==> config.mk <==
export PLATFORM = sky130hd
export DESIGN_NAME = sbp_pipeline_injector_flat
export DESIGN_NICKNAME = d
export VERILOG_FILES = /design/src/rtl/sbp_pipeline_injector_if.sv /design/src/rtl/sbp_pipeline_injector.sv /design/src/flat_wrapper.sv
export SDC_FILE = /design/constraint.sdc
export NUM_CORES = 1
export LEC_CHECK = 0
export BUFFER_PORTS_ARGS = -buffer_cell sky130_fd_sc_hd__clkbuf_2
export CORE_MARGIN = 1
export CORE_UTILIZATION = 35
export DETAILED_ROUTE_END_ITERATION = 8
export HOLD_SLACK_MARGIN = 0.15
export PLACE_DENSITY_LB_ADDON = 0.05
export RECOVER_POWER = 100
export SYNTH_ARGS = -nofsm -noshare
export SYNTH_HDL_FRONTEND = slang
export SYNTH_SLANG_ARGS = --single-unit
==> constraint.sdc <==
create_clock -name clk -period 18.7 [get_ports clk]
set_clock_uncertainty 0.1 [all_clocks]
set_input_delay 3.74 -clock clk [delete_from_list [all_inputs] [get_ports clk]]
set_output_delay 3.74 -clock clk [all_outputs]
set_load 0.02 [all_outputs]
==> src/rtl/sbp_pipeline_injector_if.sv <==
// rtl/sbp_pipeline_injector_if.sv - lookup and update request bundle for the pipeline injector
interface sbp_pipeline_injector_if #(
  parameter int STAGE_ID_BITS = 6,
  parameter int LOCATION_BITS = 11,
  parameter int RESULT_BITS   = 24
);
  logic                     lookup_valid_i;
  logic                     lookup_ready_o;
  logic [31:0]              lookup_ip_addr_i;
  logic                     upd_valid_i;
  logic                     upd_ready_o;
  logic [31:0]              upd_prefix_i;
  logic [5:0]               upd_prefix_len_i;
  logic [STAGE_ID_BITS-1:0] upd_stage_id_i;
  logic [LOCATION_BITS-1:0] upd_location_i;
  logic [RESULT_BITS-1:0]   upd_result_i;

  modport master (
    output lookup_valid_i, lookup_ip_addr_i,
    output upd_valid_i, upd_prefix_i, upd_prefix_len_i, upd_stage_id_i, upd_location_i, upd_result_i,
    input  lookup_ready_o, upd_ready_o
  );

  modport slave (
    input  lookup_valid_i, lookup_ip_addr_i,
    input  upd_valid_i, upd_prefix_i, upd_prefix_len_i, upd_stage_id_i, upd_location_i, upd_result_i,
    output lookup_ready_o, upd_ready_o
  );
endinterface

==> src/rtl/sbp_pipeline_injector.sv <==
// rtl/sbp_pipeline_injector.sv - merges lookups and table updates into the lookup pipeline and collects its tail
module sbp_pipeline_injector #(
  parameter int STAGE_ID_BITS  = 6,
  parameter int LOCATION_BITS  = 11,
  parameter int RESULT_BITS    = 24,
  parameter int ROOT_STAGE_ID  = 1,
  parameter int PIPE_LATENCY   = 12,
  parameter int STARVE_LIMIT   = 4,
  parameter int UPD_FIFO_DEPTH = 2
) (
  input  logic                     clk,
  input  logic                     rst,
  sbp_pipeline_injector_if.slave   req,
  output logic                     update_o,
  output logic [31:0]              ip_addr_o,
  output logic [5:0]               bit_pos_o,
  output logic [STAGE_ID_BITS-1:0] stage_id_o,
  output logic [LOCATION_BITS-1:0] location_o,
  output logic [RESULT_BITS-1:0]   result_o,
  input  logic                     tail_update_i,
  input  logic [31:0]              tail_ip_addr_i,
  input  logic [RESULT_BITS-1:0]   tail_result_i,
  output logic                     res_valid_o,
  output logic [31:0]              res_ip_addr_o,
  output logic [RESULT_BITS-1:0]   res_result_o,
  output logic                     upd_done_o,
  output logic [7:0]               upd_pending_o,
  output logic                     err_o
);
  localparam int PTR_W   = $clog2(UPD_FIFO_DEPTH);
  localparam int CNT_W   = PTR_W + 1;
  localparam int STV_W   = $clog2(STARVE_LIMIT + 1);
  localparam int ENTRY_W = 32 + 6 + STAGE_ID_BITS + LOCATION_BITS + RESULT_BITS;
  localparam logic [CNT_W-1:0] FIFO_FULL  = CNT_W'(UPD_FIFO_DEPTH);
  localparam logic [STV_W-1:0] STARVE_MAX = STV_W'(STARVE_LIMIT);

  typedef enum logic [1:0] {KIND_IDLE, KIND_LOOKUP, KIND_UPDATE} kind_e;

  logic [ENTRY_W-1:0]       fifo_mem [UPD_FIFO_DEPTH];
  logic [PTR_W-1:0]         wr_ptr, rd_ptr;
  logic [CNT_W-1:0]         fifo_cnt;
  logic [STV_W-1:0]         starve_cnt;
  kind_e                    head_kind;
  kind_e                    track_sr [PIPE_LATENCY];
  kind_e                    tail_kind;
  logic                     fifo_empty, fifo_full, push, pick_upd, pick_lkp, tail_mismatch;
  logic [ENTRY_W-1:0]       wr_entry, rd_entry;
  logic [31:0]              rd_prefix;
  logic [5:0]               rd_len;
  logic [STAGE_ID_BITS-1:0] rd_stage;
  logic [LOCATION_BITS-1:0] rd_loc;
  logic [RESULT_BITS-1:0]   rd_res;

  assign fifo_empty = (fifo_cnt == '0);
  assign fifo_full  = (fifo_cnt == FIFO_FULL);
  assign push       = req.upd_valid_i && !fifo_full;
  // A waiting lookup only loses arbitration until the starve counter saturates.
  assign pick_upd   = !fifo_empty && (!req.lookup_valid_i || starve_cnt < STARVE_MAX);
  assign pick_lkp   = !pick_upd && req.lookup_valid_i;

  assign req.lookup_ready_o = pick_lkp;
  assign req.upd_ready_o    = !fifo_full;

  assign wr_entry = {req.upd_prefix_i, req.upd_prefix_len_i, req.upd_stage_id_i,
                     req.upd_location_i, req.upd_result_i};
  assign rd_entry = fifo_mem[rd_ptr];
  assign {rd_prefix, rd_len, rd_stage, rd_loc, rd_res} = rd_entry;

  // head_kind travels alongside the head registers, so the last stage lines up with tail_*_i.
  assign tail_kind     = track_sr[PIPE_LATENCY-1];
  assign tail_mismatch = (tail_kind == KIND_LOOKUP && tail_update_i) ||
                         (tail_kind == KIND_UPDATE && !tail_update_i);

  always_ff @(posedge clk) begin
    if (rst) begin
      update_o      <= 1'b0;
      ip_addr_o     <= '0;
      bit_pos_o     <= '0;
      stage_id_o    <= '0;
      location_o    <= '0;
      result_o      <= '0;
      head_kind     <= KIND_IDLE;
      for (int i = 0; i < PIPE_LATENCY; i++) track_sr[i] <= KIND_IDLE;
      res_valid_o   <= 1'b0;
      res_ip_addr_o <= '0;
      res_result_o  <= '0;
      upd_done_o    <= 1'b0;
      upd_pending_o <= '0;
      err_o         <= 1'b0;
      wr_ptr        <= '0;
      rd_ptr        <= '0;
      fifo_cnt      <= '0;
      starve_cnt    <= '0;
    end else begin
      if (pick_upd) begin
        update_o   <= 1'b1;
        ip_addr_o  <= rd_prefix;
        bit_pos_o  <= rd_len;
        stage_id_o <= rd_stage;
        location_o <= rd_loc;
        result_o   <= rd_res;
        head_kind  <= KIND_UPDATE;
      end else if (pick_lkp) begin
        update_o   <= 1'b0;
        ip_addr_o  <= req.lookup_ip_addr_i;
        bit_pos_o  <= '0;
        stage_id_o <= STAGE_ID_BITS'(ROOT_STAGE_ID);
        location_o <= '0;
        result_o   <= '0;
        head_kind  <= KIND_LOOKUP;
      end else begin
        update_o   <= 1'b0;
        ip_addr_o  <= '0;
        bit_pos_o  <= '0;
        stage_id_o <= '0;
        location_o <= '0;
        result_o   <= '0;
        head_kind  <= KIND_IDLE;
      end

      track_sr[0] <= head_kind;
      for (int i = 1; i < PIPE_LATENCY; i++) track_sr[i] <= track_sr[i-1];

      res_valid_o <= (tail_kind == KIND_LOOKUP);
      if (tail_kind == KIND_LOOKUP) begin
        res_ip_addr_o <= tail_ip_addr_i;
        res_result_o  <= tail_result_i;
      end
      upd_done_o <= (tail_kind == KIND_UPDATE);
      if (tail_mismatch) err_o <= 1'b1;

      case ({pick_upd, upd_done_o})
        2'b10:   if (upd_pending_o != 8'hFF) upd_pending_o <= upd_pending_o + 8'd1;
        2'b01:   if (upd_pending_o != 8'h00) upd_pending_o <= upd_pending_o - 8'd1;
        default: ;
      endcase

      if (push) begin
        fifo_mem[wr_ptr] <= wr_entry;
        wr_ptr           <= wr_ptr + PTR_W'(1);
      end
      if (pick_upd) rd_ptr <= rd_ptr + PTR_W'(1);
      case ({push, pick_upd})
        2'b10:   fifo_cnt <= fifo_cnt + CNT_W'(1);
        2'b01:   fifo_cnt <= fifo_cnt - CNT_W'(1);
        default: ;
      endcase

      if (pick_upd && req.lookup_valid_i) begin
        if (starve_cnt != STARVE_MAX) starve_cnt <= starve_cnt + STV_W'(1);
      end else begin
        starve_cnt <= '0;
      end
    end
  end
endmodule

==> src/flat_wrapper.sv <==
// flat-port wrapper written by rule: the top's interface ports become plain ports
module sbp_pipeline_injector_flat 
#(
  parameter int STAGE_ID_BITS  = 6,
  parameter int LOCATION_BITS  = 11,
  parameter int RESULT_BITS    = 24,
  parameter int ROOT_STAGE_ID  = 1,
  parameter int PIPE_LATENCY   = 12,
  parameter int STARVE_LIMIT   = 4,
  parameter int UPD_FIFO_DEPTH = 2
)
  (clk, rst, update_o, ip_addr_o, bit_pos_o, stage_id_o, location_o, result_o, tail_update_i, tail_ip_addr_i, tail_result_i, res_valid_o, res_ip_addr_o, res_result_o, upd_done_o, upd_pending_o, err_o, req_lookup_valid_i, req_lookup_ip_addr_i, req_upd_valid_i, req_upd_prefix_i, req_upd_prefix_len_i, req_upd_stage_id_i, req_upd_location_i, req_upd_result_i, req_lookup_ready_o, req_upd_ready_o);
  sbp_pipeline_injector_if #(.STAGE_ID_BITS(STAGE_ID_BITS), .LOCATION_BITS(LOCATION_BITS), .RESULT_BITS(RESULT_BITS)) req_i ();
  input  logic clk;
  input  logic rst;
  output logic update_o;
  output logic [31:0] ip_addr_o;
  output logic [5:0] bit_pos_o;
  output logic [STAGE_ID_BITS-1:0] stage_id_o;
  output logic [LOCATION_BITS-1:0] location_o;
  output logic [RESULT_BITS-1:0] result_o;
  input  logic tail_update_i;
  input  logic [31:0] tail_ip_addr_i;
  input  logic [RESULT_BITS-1:0] tail_result_i;
  output logic res_valid_o;
  output logic [31:0] res_ip_addr_o;
  output logic [RESULT_BITS-1:0] res_result_o;
  output logic upd_done_o;
  output logic [7:0] upd_pending_o;
  output logic err_o;
  input wire logic [$bits(req_i.lookup_valid_i)-1:0] req_lookup_valid_i;
  input wire logic [$bits(req_i.lookup_ip_addr_i)-1:0] req_lookup_ip_addr_i;
  input wire logic [$bits(req_i.upd_valid_i)-1:0] req_upd_valid_i;
  input wire logic [$bits(req_i.upd_prefix_i)-1:0] req_upd_prefix_i;
  input wire logic [$bits(req_i.upd_prefix_len_i)-1:0] req_upd_prefix_len_i;
  input wire logic [$bits(req_i.upd_stage_id_i)-1:0] req_upd_stage_id_i;
  input wire logic [$bits(req_i.upd_location_i)-1:0] req_upd_location_i;
  input wire logic [$bits(req_i.upd_result_i)-1:0] req_upd_result_i;
  output wire logic [$bits(req_i.lookup_ready_o)-1:0] req_lookup_ready_o;
  output wire logic [$bits(req_i.upd_ready_o)-1:0] req_upd_ready_o;
  assign req_i.lookup_valid_i = req_lookup_valid_i;
  assign req_i.lookup_ip_addr_i = req_lookup_ip_addr_i;
  assign req_i.upd_valid_i = req_upd_valid_i;
  assign req_i.upd_prefix_i = req_upd_prefix_i;
  assign req_i.upd_prefix_len_i = req_upd_prefix_len_i;
  assign req_i.upd_stage_id_i = req_upd_stage_id_i;
  assign req_i.upd_location_i = req_upd_location_i;
  assign req_i.upd_result_i = req_upd_result_i;
  assign req_lookup_ready_o = req_i.lookup_ready_o;
  assign req_upd_ready_o = req_i.upd_ready_o;
  sbp_pipeline_injector #(.STAGE_ID_BITS(STAGE_ID_BITS), .LOCATION_BITS(LOCATION_BITS), .RESULT_BITS(RESULT_BITS), .ROOT_STAGE_ID(ROOT_STAGE_ID), .PIPE_LATENCY(PIPE_LATENCY), .STARVE_LIMIT(STARVE_LIMIT), .UPD_FIFO_DEPTH(UPD_FIFO_DEPTH)) u_core (.clk(clk), .rst(rst), .req(req_i), .update_o(update_o), .ip_addr_o(ip_addr_o), .bit_pos_o(bit_pos_o), .stage_id_o(stage_id_o), .location_o(location_o), .result_o(result_o), .tail_update_i(tail_update_i), .tail_ip_addr_i(tail_ip_addr_i), .tail_result_i(tail_result_i), .res_valid_o(res_valid_o), .res_ip_addr_o(res_ip_addr_o), .res_result_o(res_result_o), .upd_done_o(upd_done_o), .upd_pending_o(upd_pending_o), .err_o(err_o));
endmodule
==> flow_summary.json <==
{
  "cts_setup_buffers": 0,
  "r2r_setup_slack_ps": 13450,
  "path_clk_slew_ps": 50,
  "clk_path_buf_depth": 3,
  "r2r_start": "u_core.fifo_cnt[0]",
  "final_cell_mix": "clkbuf_1 (211), dfxtp_1 (179), edfxtp_1 (158)",
  "synth_seq_area_share_pct": 73.8,
  "rsz0062_at_grt": "no",
  "power.internal_mw": 1.42,
  "powerDensity_mw_per_mm2": 136,
  "vias": 7401,
  "whs_path_depth": 1,
  "overflow": 0,
  "p_seq_share_pct": 46.1,
  "p_switching_uw": 526,
  "pwr-share-comb_pct": 16.0,
  "ys.flop_type": "dfxtp_1",
  "floorplan.initialDensity_pct": 35.7,
  "grt_pass1_vias": 7234,
  "grt_util_all_layers_pct": 15.7,
  "cts_tree": "done",
  "grt_max_degree": 79,
  "pre_cts_ws_ps": 10140,
  "die_h_um": 182,
  "fp.dieW_um": 182,
  "violations": "max-capacitance violations, max-slew violations",
  "drt-total-wl_um": 26400,
  "synthXorXnorAreaFrac_pct": 0.464,
  "outcome": "complete, but fails checks",
  "cts_buffers": 38,
  "ys_types": 40,
  "crit_end": "req_lookup_ready_o",
  "synth_edf_count": 158,
  "antenna_found_initial": 8,
  "setup_viol": 0,
  "cp.required_ps": 14860,
  "port_buffers": 320,
  "ant_nets": 0,
  "min_path_type": "reg2reg",
  "dp_hpwl_um": 16700,
  "yosys.area_share.simple_pct": 10.4,
  "reg2reg_depth": 7,
  "finalCriticalPeriod_ps": 8600,
  "synth_fp_nets": 1048,
  "crit_start": "req_lookup_valid_i",
  "critical_path_class": "in2out",
  "synth_cells": 872,
  "ys.warnings.count": 0,
  "dieArea_mm2": 0.0331,
  "arrival_ps": 4760,
  "dr.pass1.iters": 5,
  "endpoint_kind": "primary output",
  "detail_route.wl_per_cell_um": 16.3,
  "setup_tns_ps": 0,
  "maxCapViolations": 7,
  "ys_seq_elements": 338,
  "layout.nets": 1367,
  "grt_pass1_wl_um": 40200,
  "cts_root_buf": "clkbuf_16",
  "drt-initial-drc-count": 187,
  "drive_gt1_share_pct": 15.5,
  "final_common_cell": "clkbuf_1",
  "muxShareOfSynthArea_pct": 7.49,
  "cts_hold_buf": 0,
  "irDropWorstVdd_uv": 76.2,
  "start_kind": "primary input",
  "fillers": 3055,
  "route.detailed.drc": 0,
  "finalMaxSlewViolations": 334,
  "syn_area_mm2": 0.0113,
  "async_flop_share_pct": 0,
  "hold_violations": 0,
  "setup_slack_ps": 10100,
  "r2r_end": "u_core.starve_cnt[0]",
  "layout_worst_path_cycle_share_pct": 46.0,
  "h-tree-depth": 2,
  "vias_per_cell": 4.56,
  "synth_fa_ha_area_share_pct": 0.442,
  "fmax_mhz": 116,
  "num_rows": 65,
  "ioPinCount": 321,
  "gp_congestion": 0.733,
  "synth_top_family_by_area": "simple AND/OR/NAND/NOR gates",
  "p_sw_share_pct": 27.0,
  "critPathMaxFanout": 12,
  "area.growth.synth_to_final_pct": 26.5,
  "avgSynthCellArea_um2": 13.0,
  "slew_headroom_pct": -136,
  "fp.coreArea_mm2": 0.0317,
  "clock_latency_ps": 510,
  "synth-compound-area-share_pct": 5.62,
  "pwr-share-clk_pct": 37.9,
  "tightest_slew_ps": 3550,
  "clock-sinks": 338,
  "cts_resized": 0,
  "leakage_nw": 5.14
}
-- worst max-delay path, stage by stage --
cell	delay, ps
clkbuf_1	170
o2bb2ai_1	450
and2_0	220
clkbuf_2	170
-- area by class of cell --
cell class	count	area (um^2)	share of cell area [%]
clock inverter	8	120	0.839
tap	402	503	3.51
clock buffer	59	1140	7.97
sequential	338	8350	58.3
inverter	5	18.8	0.131
multi-input combinational	480	2780	19.4
antenna	4	10.0	0.0699
timing repair buffer	328	1400	9.75
-- metal layers --
metal	GRT usage [%]	vias up	share of wire (%)
li1	-	3681	-
met2	26.2	267	46
met3	7.52	51	11
met5	0	-	0.19
met4	4.24	8	1.9
met1	17.9	3394	41
-- through the flow --
stage	instances	instance area, um^2	hold slack, ps	power, mW	utilization (%)
2_1_floorplan	872	11300	314	1.12	-
3_3_place_gp	1553	13300	318	1.24	42.0
3_5_place_dp	1553	13300	324	1.25	42.0
4_1_cts	1620	14600	333	2.00	46.0
5_1_grt	1621	14300	354	2.05	45.1
6_report	1624	14300	332	1.95	45.1
-- power by group through the flow --
stage | clock network, mW | registers [mW] | logic (mW)
floorplan | 0 | 0.958 | 0.164
global placement | 0 | 0.910 | 0.334
detailed placement | 0 | 0.911 | 0.336
CTS | 0.765 | 0.896 | 0.336
global route | 0.798 | 0.906 | 0.346
finish | 0.739 | 0.897 | 0.312
-- state kept, by name, indices dropped and copies added (netlist names), 8 cells and up, named ones only --
| register | count |
|---|---|
| u_core.fifo_mem | 158 |
| u_core.ip_addr_o | 32 |
| u_core.location_o | 11 |
| u_core.res_ip_addr_o | 32 |
| u_core.res_result_o | 24 |
| u_core.result_o | 24 |
| u_core.track_sr | 24 |
| u_core.upd_pending_o | 8 |
-- cells in the mapped netlist (3+ instances only) --
cell type	n	area share (%)
nor2b_1	30	1.7
nand3_1	4	0.18
dfxtp_1	180	32
ha_1	4	0.44
buf_1	9	0.30
mux2_1	5	0.50
a22oi_1	4	0.27
nor2_1	64	2.1
o2111ai_1	3	0.23
a21oi_1	61	2.7
edfxtp_1	158	42
buf_2	4	0.18
nor3_1	5	0.22
xnor2_1	4	0.31
nand2b_1	6	0.33
nand2_1	150	5.0
mux2i_1	79	7.0
or3_1	3	0.17
clkbuf_1	36	1.2
inv_1	5	0.17
o21ai_0	35	1.5
-- worst min-delay path by stage --
| stage | startpoint | to | slack, ps |
|---|---|---|---|
| floorplan | u_core.head_kind[0] | u_core.track_sr[0][0] | 310 |
| global placement | u_core.track_sr[1][7] | u_core.track_sr[2][1] | 320 |
| finish | u_core.track_sr[1][4] | u_core.track_sr[1][6] | 330 |
| CTS | u_core.track_sr[1][4] | u_core.track_sr[1][6] | 330 |
| detailed placement | u_core.track_sr[2][3] | u_core.track_sr[2][5] | 320 |
| global route | u_core.head_kind[0] | u_core.track_sr[0][0] | 350 |
-- logic make-up after synthesis --
family,after synthesis
fa+ha+maj,4
flops,338
compound gates,113
buf+inv,54
mux,84
xor+xnor,6
simple gates,273
Power figures use the tool's default switching activity.
